### config.mk
export PLATFORM = sky130hd
export DESIGN_NAME = regfile_write_arbiter
export DESIGN_NICKNAME = d
export VERILOG_FILES = /design/src/rtl/regfile_write_arbiter.sv
export SDC_FILE = /design/constraint.sdc
export NUM_CORES = 1
export LEC_CHECK = 0
export ABC_AREA = 1
export BUFFER_PORTS_ARGS = -buffer_cell sky130_fd_sc_hd__buf_2
export CELL_PAD_IN_SITES_DETAIL_PLACEMENT = 1
export CELL_PAD_IN_SITES_GLOBAL_PLACEMENT = 1
export CORE_ASPECT_RATIO = 1.1
export CORE_UTILIZATION = 36
export DETAILED_ROUTE_END_ITERATION = 6
export PLACE_DENSITY_LB_ADDON = 0.1
export RECOVER_POWER = 25
export SKIP_LAST_GASP = 1
export SLEW_MARGIN = 20
export SYNTH_ARGS = -nofsm -noshare
export SYNTH_HDL_FRONTEND = slang
export SYNTH_SLANG_ARGS = --single-unit
### constraint.sdc
create_clock -name clk -period 2.64 [get_ports clk]
set_input_delay 0.264 -clock clk [delete_from_list [all_inputs] [get_ports clk]]
set_output_delay 0.264 -clock clk [all_outputs]
set_load 0.05 [all_outputs]
### src/rtl/regfile_write_arbiter.sv
// Round-robin arbiter sharing the register file write port between
// writeback requesters. The granted write is staged for one cycle in the
// output register. Also tracks pending writes and counts R0 discards.
module regfile_write_arbiter #(
   parameter int NUM_REQ = 2,
   parameter int ADDR_W  = 3,
   parameter int DATA_W  = 8
) (
   input  logic                        clk,
   input  logic                        rst,
   input  logic                        hold,
   input  logic [NUM_REQ-1:0]          req_valid,
   input  logic [NUM_REQ*ADDR_W-1:0]   req_addr,
   input  logic [NUM_REQ*DATA_W-1:0]   req_data,
   output logic [NUM_REQ-1:0]          req_ready,
   output logic [ADDR_W-1:0]           reg_write,
   output logic                        reg_write_signal,
   output logic [DATA_W-1:0]           in_data,
   output logic [1:0]                  grant_id,
   output logic [(2**ADDR_W)-1:0]      pending,
   output logic [7:0]                  r0_drop_count
);

   localparam int NREG = 2**ADDR_W;

   logic [1:0]        ptr;
   logic [1:0]        gnt_idx;
   logic [1:0]        idx;
   logic [2:0]        sum;
   logic              found;
   logic [3:0]        valid4;
   logic [3:0]        ready4;
   logic [ADDR_W-1:0] addr_a [4];
   logic [DATA_W-1:0] data_a [4];
   logic [ADDR_W-1:0] sel_addr;
   logic [DATA_W-1:0] sel_data;
   logic [NREG-1:0]   pend_nxt;
   logic              xfer;

   // Requesters padded to four slots so a 2-bit index always fits exactly.
   assign valid4 = 4'(req_valid);

   for (genvar g = 0; g < 4; g++) begin : g_unpack
      if (g < NUM_REQ) begin : g_used
         assign addr_a[g] = req_addr[g*ADDR_W +: ADDR_W];
         assign data_a[g] = req_data[g*DATA_W +: DATA_W];
      end else begin : g_pad
         assign addr_a[g] = '0;
         assign data_a[g] = '0;
      end
   end

   // Scan from the pointer, wrapping mod NUM_REQ, for the first valid requester.
   always_comb begin
      found   = 1'b0;
      gnt_idx = '0;
      idx     = '0;
      sum     = '0;
      for (int k = 0; k < NUM_REQ; k++) begin
         sum = {1'b0, ptr} + 3'(k);
         if (sum >= 3'(NUM_REQ)) sum = sum - 3'(NUM_REQ);
         idx = sum[1:0];
         if (!found && valid4[idx]) begin
            found   = 1'b1;
            gnt_idx = idx;
         end
      end
   end

   // Single ready bit, suppressed during stall and reset.
   always_comb begin
      ready4 = '0;
      if (found && !hold && !rst) ready4[gnt_idx] = 1'b1;
   end

   assign req_ready = ready4[NUM_REQ-1:0];
   assign xfer      = |ready4;
   assign sel_addr  = addr_a[gnt_idx];
   assign sel_data  = data_a[gnt_idx];

   // One-hot of the accepted destination; R0 never shows as pending.
   always_comb begin
      pend_nxt = '0;
      if (sel_addr != '0) pend_nxt[sel_addr] = 1'b1;
   end

   // Output stage: load on transfer, otherwise drop the enable and keep the rest.
   always_ff @(posedge clk) begin
      if (rst) begin
         reg_write        <= '0;
         reg_write_signal <= 1'b0;
         in_data          <= '0;
         grant_id         <= '0;
         pending          <= '0;
      end else if (xfer) begin
         reg_write        <= sel_addr;
         reg_write_signal <= (sel_addr != '0);
         in_data          <= sel_data;
         grant_id         <= gnt_idx;
         pending          <= pend_nxt;
      end else begin
         reg_write_signal <= 1'b0;
         pending          <= '0;
      end
   end

   // Round-robin pointer moves past the last winner; frozen otherwise.
   always_ff @(posedge clk) begin
      if (rst)       ptr <= '0;
      else if (xfer) ptr <= (gnt_idx == 2'(NUM_REQ-1)) ? 2'd0 : gnt_idx + 2'd1;
   end

   // Saturating count of accepted writes aimed at R0.
   always_ff @(posedge clk) begin
      if (rst)
         r0_drop_count <= '0;
      else if (xfer && sel_addr == '0 && r0_drop_count != 8'hFF)
         r0_drop_count <= r0_drop_count + 8'd1;
   end

endmodule

* Yosys cells after proc, flatten, opt, wreduce, memory -nomap -nowiden
Index checks and enable logic that the tools add are counted.
Widths: inputs -> output; s select.
** Word-level totals
- Output and inout bits :: 32
- Bits in registers :: 32
- Bits of input ports :: 27
** Operators by class
- Equal/unequal tests :: 2
- $add $sub $neg :: 5
- Bitwise operators :: 3
- Mux-type cells :: 22
- Reductions and logical operators :: 15
- Magnitude comparators :: 9
** Operators by type and width (count)
- $bmux 8 s2 :: 1
- $mux 8 :: 2
- $mux 2 :: 5
- $lt 2x3->1 const B :: 3
- $add 8x1->8 const B :: 1
- $ne 8x8->1 const B :: 1
- $logic_and 1x1->1 :: 7
- $bmux 3 s2 :: 1
- $mux 1 :: 6
- $mux 3 :: 2
- $bmux 1 s2 :: 2
- $lt 3x4->1 const B :: 1
- $mux 4 :: 1
- $reduce_or 4->1 :: 1
- $sub 2x2->2 const B :: 2
- $add 2x1->3 const B :: 1
- $demux 1 s3 :: 1
- $ge 3x1->1 const B :: 1
- $ge 3x2->1 const B :: 1
- $ge 3x3->1 const B :: 1
- $logic_not 1->1 :: 3
- $logic_not 3->1 :: 1
- $not 2->3 :: 1
- $reduce_bool 3->1 :: 1
- other kinds (8) :: 9

* Logic depth before layout (Yosys ltp)
- Depth in word-level cells :: 16
- Depth in mapped cells :: 10

* Least setup slack after synthesis
OpenSTA, ideal clock, no wires.
- Path type :: flip-flop to flip-flop
- From :: register r0_drop_count[0]
- To :: register r0_drop_count[2]
- Required time :: 2570 ps
- Arrival :: 1559 ps
- Cell stages (with the launch flop) :: 8
- Setup slack :: 1011 ps
- Buffers on the path :: 0
- Setup time :: 70 ps
- Clock period less this slack :: 1629 ps
- Cell sequence :: dfxtp_1 ha_1 nand4_2 clkinv_2 nor2_8 nand2_4 nand2_1 a21oi_1
** Between the ends
- Word-level cells in the longest chain between the ends :: 2
- Elaborated cells on any way between the ends :: 3
** Ends and longest elaborated chain
- start, declared :: line 21 : output logic [7:0] r0_drop_count
- start signal, assigned :: line 118 : r0_drop_count <= r0_drop_count + 8'd1;
- branches (longest 2 deep; another with $add 8x1->8)
Parallel ways; which one is timed is not known.
A chain may end at the register's enable or synchronous reset.

* Worst setup path in the final report
- From :: register ptr[0]
- To :: output port req_ready[0]
** Between the ends
- Word-level cells in the longest chain between the ends :: 13
- Elaborated cells on any way between the ends :: 25
** Ends and longest elaborated chain
- start, declared :: line 26 : logic [1:0] ptr;
- start signal, assigned :: line 110 : else if (xfer) ptr <= (gnt_idx == 2'(NUM_REQ-1)) ? 2'd0 : gnt_idx + 2'd1;
- branches (longest 12 deep; another with $add 2x1->3)
- $mux 4 * :: line 73 : if (found && !hold && !rst) ready4[gnt_idx] = 1'b1;
- end, declared :: line 15 : output logic [NUM_REQ-1:0] req_ready,
Every way passes the cells marked *. The select of a mux whose other input is x is not followed.

==> results.sh <==
export IMPL_status="finished clean"
export IMPL_drive_gt1_share_pct=31.0
export IMPL_synth_top_area_share_pct=41.4
export IMPL_die_h_um=70.7
export IMPL_drv_slew=0
export IMPL_r2r_end="r0_drop_count[1]"
export IMPL_synth_area_per_cell_um2=7.85
export IMPL_hold_buffers=0
export IMPL_relSlewSlack_pct=59.7
export IMPL_synthMostInstantiatedCell="nand2_1"
export IMPL_endpoint_kind="primary output"
export IMPL_htree_levels=2
export IMPL_drtIter0Drc=21
export IMPL_grt_pass1_vias=1437
export IMPL_drt_vias_per_instance=4.65
export IMPL_rsz0062_at_grt="false"
export IMPL_ys_warn_count=0
export IMPL_worst_setup_path_start_kind="flip-flop"
export IMPL_initial_core_util_pct=38.1
export IMPL_finalHoldViolCount=0
export IMPL_hold_depth=3
export IMPL_pwr_density_cell_nw_per_um2=563
export IMPL_antenna_found_initial=0
export IMPL_worstSetupPathDepth=6
export IMPL_track_usage_pct=17.6
export IMPL_numCtsBuffers=5
export IMPL_ys_ff_latch=32
export IMPL_portBuffers=58
export IMPL_regToRegSetupSlack_ns=1.13
export IMPL_routed_top_layer="met4"
export IMPL_ios=59
export IMPL_cellLeakagePower_nw=0.992
export IMPL_skew_ns=0.00756
export IMPL_syn_inst=197
export IMPL_cts_resized=0
export IMPL_dpl_hpwl_mm=2.90
export IMPL_ys_seq_area_share_pct=41.4
export IMPL_cts_tree="built"
export IMPL_cts_max_path_buffers=2
export IMPL_crit_family="simple AND/OR/NAND/NOR gates"
export IMPL_grt_max_degree=16
export IMPL_crit_buf_inv=2
export IMPL_postCtsSetupRepairBufs=0
export IMPL_dr_wl_met2_mm=1.87
export IMPL_fillers=538
export IMPL_grt_overflow_total=0
export IMPL_crit_end="req_ready[0]"
export IMPL_fmax_mhz=493
export IMPL_startpoint="ptr[0]"
export IMPL_drc=0
export IMPL_finalPower_w=0.00110
export IMPL_ant_nets=0
export IMPL_area_growth_pct=26.5
export IMPL_drt_total_wl_mm=3.73
export IMPL_clkSinkCount=32
export IMPL_clk_latency_ns=0.28
export IMPL_syn_nets=225
export IMPL_fin_setup_tns_ns=0
export IMPL_core_area_um2=4050
export IMPL_reg2reg_depth=10
export IMPL_drt_first_pass_iters=3
export IMPL_async_reset_ff_share_pct=0
export IMPL_synth_edf_count=0
export IMPL_postPlaceCellArea_um2=1890
export IMPL_crit_fanout=15
export IMPL_final_min_clock_period_ns=2.03
export IMPL_root_buffer="clkbuf_8"
export IMPL_gp_congestion=0.766
export IMPL_place_inst=305
export IMPL_syn_area_um2=1550
export IMPL_path_cells="inv_2 > nand2_1 > nand3_1 > nand3_4 > nor2_4 > buf_2"
export IMPL_wl_met3_um=162
export IMPL_fin_area_um2=1960
export IMPL_ir_drop_uv=344
export IMPL_synthTopCellsByCount="nand2_1, dfxtp_1, inv_1"
export IMPL_rows=24
export IMPL_fin_crit_sh_pct=76.9
export IMPL_maxCapViolCount=0
export IMPL_fin_cells=313
export IMPL_slowest_stage="dfxtp_1"
export IMPL_synth_top_area_cell="dfxtp_1"
export IMPL_critPathKind="flip-flop to primary output"
export IMPL_crit_arrival_ns=1.77
export IMPL_chipWidth_um=64.5
export IMPL_synth_area_leaders="dfxtp_1, nand2_1, nand2_4, a21oi_1, inv_1"
export IMPL_synth_flop_cell="dfxtp_1"
export IMPL_r2r_start="ptr[0]"
export IMPL_slowest_delay_ns=0.31
export IMPL_worst_pin_slew_ns=0.607
export IMPL_fin_nets=288
export IMPL_grt_pass1_wl_mm=6.31
export IMPL_synth_cell_types=31
export IMPL_fp_dieArea_um2=4560
export IMPL_required_ns=2.38
export IMPL_clkSlewWorstSetupHoldPaths_ns=0.07
export IMPL_hold_slack_ns=0.233
export IMPL_hold_class="input pin to flip-flop"
export IMPL_m1WireLength_mm=1.67
export IMPL_finalSetupViolations=0
export IMPL_vias=1457
export IMPL_post_drt_wl_per_cell_um=11.9
export IMPL_insertedDiodeCount=0
per-layer routing:
metal	GRT usage [%]	up-vias
met1	20.5	679
li1	-	739
met3	4.35	4
met5	0	-
met2	31.6	35
met4	5.19	0
placed cells by master, fill, tap and decap left out:
| cell type | instances |
|---|---|
| a31oi_1 | 1 |
| clkbuf_1 | 13 |
| nand3_1 | 16 |
| inv_1 | 22 |
| conb_1 | 1 |
| o22ai_1 | 1 |
| inv_2 | 3 |
| o21ai_4 | 1 |
| a21oi_1 | 21 |
| nand4_1 | 1 |
| nor2_4 | 2 |
| nand3_4 | 1 |
| nand3b_1 | 1 |
| inv_6 | 1 |
| xor2_1 | 1 |
| nand2_4 | 10 |
| nor2_8 | 2 |
| xnor2_1 | 3 |
| nand2_1 | 48 |
| clkbuf_8 | 6 |
| clkinv_2 | 3 |
| nor2_1 | 15 |
| ha_1 | 1 |
| nand2_2 | 3 |
| nor2_2 | 1 |
| inv_4 | 1 |
| o21ai_0 | 3 |
| clkinv_4 | 1 |
| nand4_2 | 1 |
| buf_2 | 45 |
| dfxtp_1 | 32 |
state kept, by name, indices dropped and copies added, names as in the netlist:
register and cells:
reg_write 3, in_data 8, reg_write_signal 1, grant_id 2, pending 8, r0_drop_count 8
ptr 2
through the flow:
| stage | util, % | setup slack (ns) |
|---|---|---|
| floorplan | - | 1.01 |
| global placement | 46.5 | 0.916 |
| detailed placement | 46.5 | 0.879 |
| CTS | 48.8 | 0.706 |
| global route | 48.2 | 0.498 |
| finish | 48.2 | 0.611 |
cell families after synthesis:
logic type      after synthesis  synth area share [%]
fa+ha+maj                     1                 0.809
flops                        32                  41.4
buf+inv                      31                  8.90
xor+xnor                      4                  2.27
compound gates               27                  9.63
other cells                   1                 0.242
simple gates                101                  36.7
how the worst min path moves through the flow:
| stage | startpoint | to |
|---|---|---|
| after floorplan | rst | in_data[7] |
| after global placement | grant_id[1] | grant_id[1] |
| after detailed placement | grant_id[1] | grant_id[1] |
| after CTS | req_data[12] | in_data[4] |
| after global routing | req_data[9] | in_data[1] |
| final | req_data[12] | in_data[4] |
power by group:
part / switching, W / leakage, nW / internal [W]
Sequential: 0.00000850 / 0.260 / 0.000500
Clock: 0.000178 / 0.0510 / 0.000208
Combinational: 0.000150 / 0.681 / 0.0000556
worst register-to-register path: stages, from the launching register on:
cell	delay, ns
dfxtp_1	0.31
inv_2	0.05
nand2_1	0.11
nand3_1	0.18
nand3_4	0.25
inv_6	0.17
nand2_4	0.08
nor2_4	0.12
nand2_1	0.06
nand2_1	0.06
nor2_1	0.04
layout make-up:
type / count / area, µm² / share of cell area [%]
multi-input cells: 134 / 761 / 38.9
flip-flops and latches: 32 / 641 / 32.8
repair buffers: 58 / 274 / 14.0
inverters: 29 / 123 / 6.27
clock buffers: 6 / 82.6 / 4.22
well taps: 52 / 65.1 / 3.33
clock inverters: 2 / 10.0 / 0.512
No activity file was read; power rests on OpenSTA's default activity.
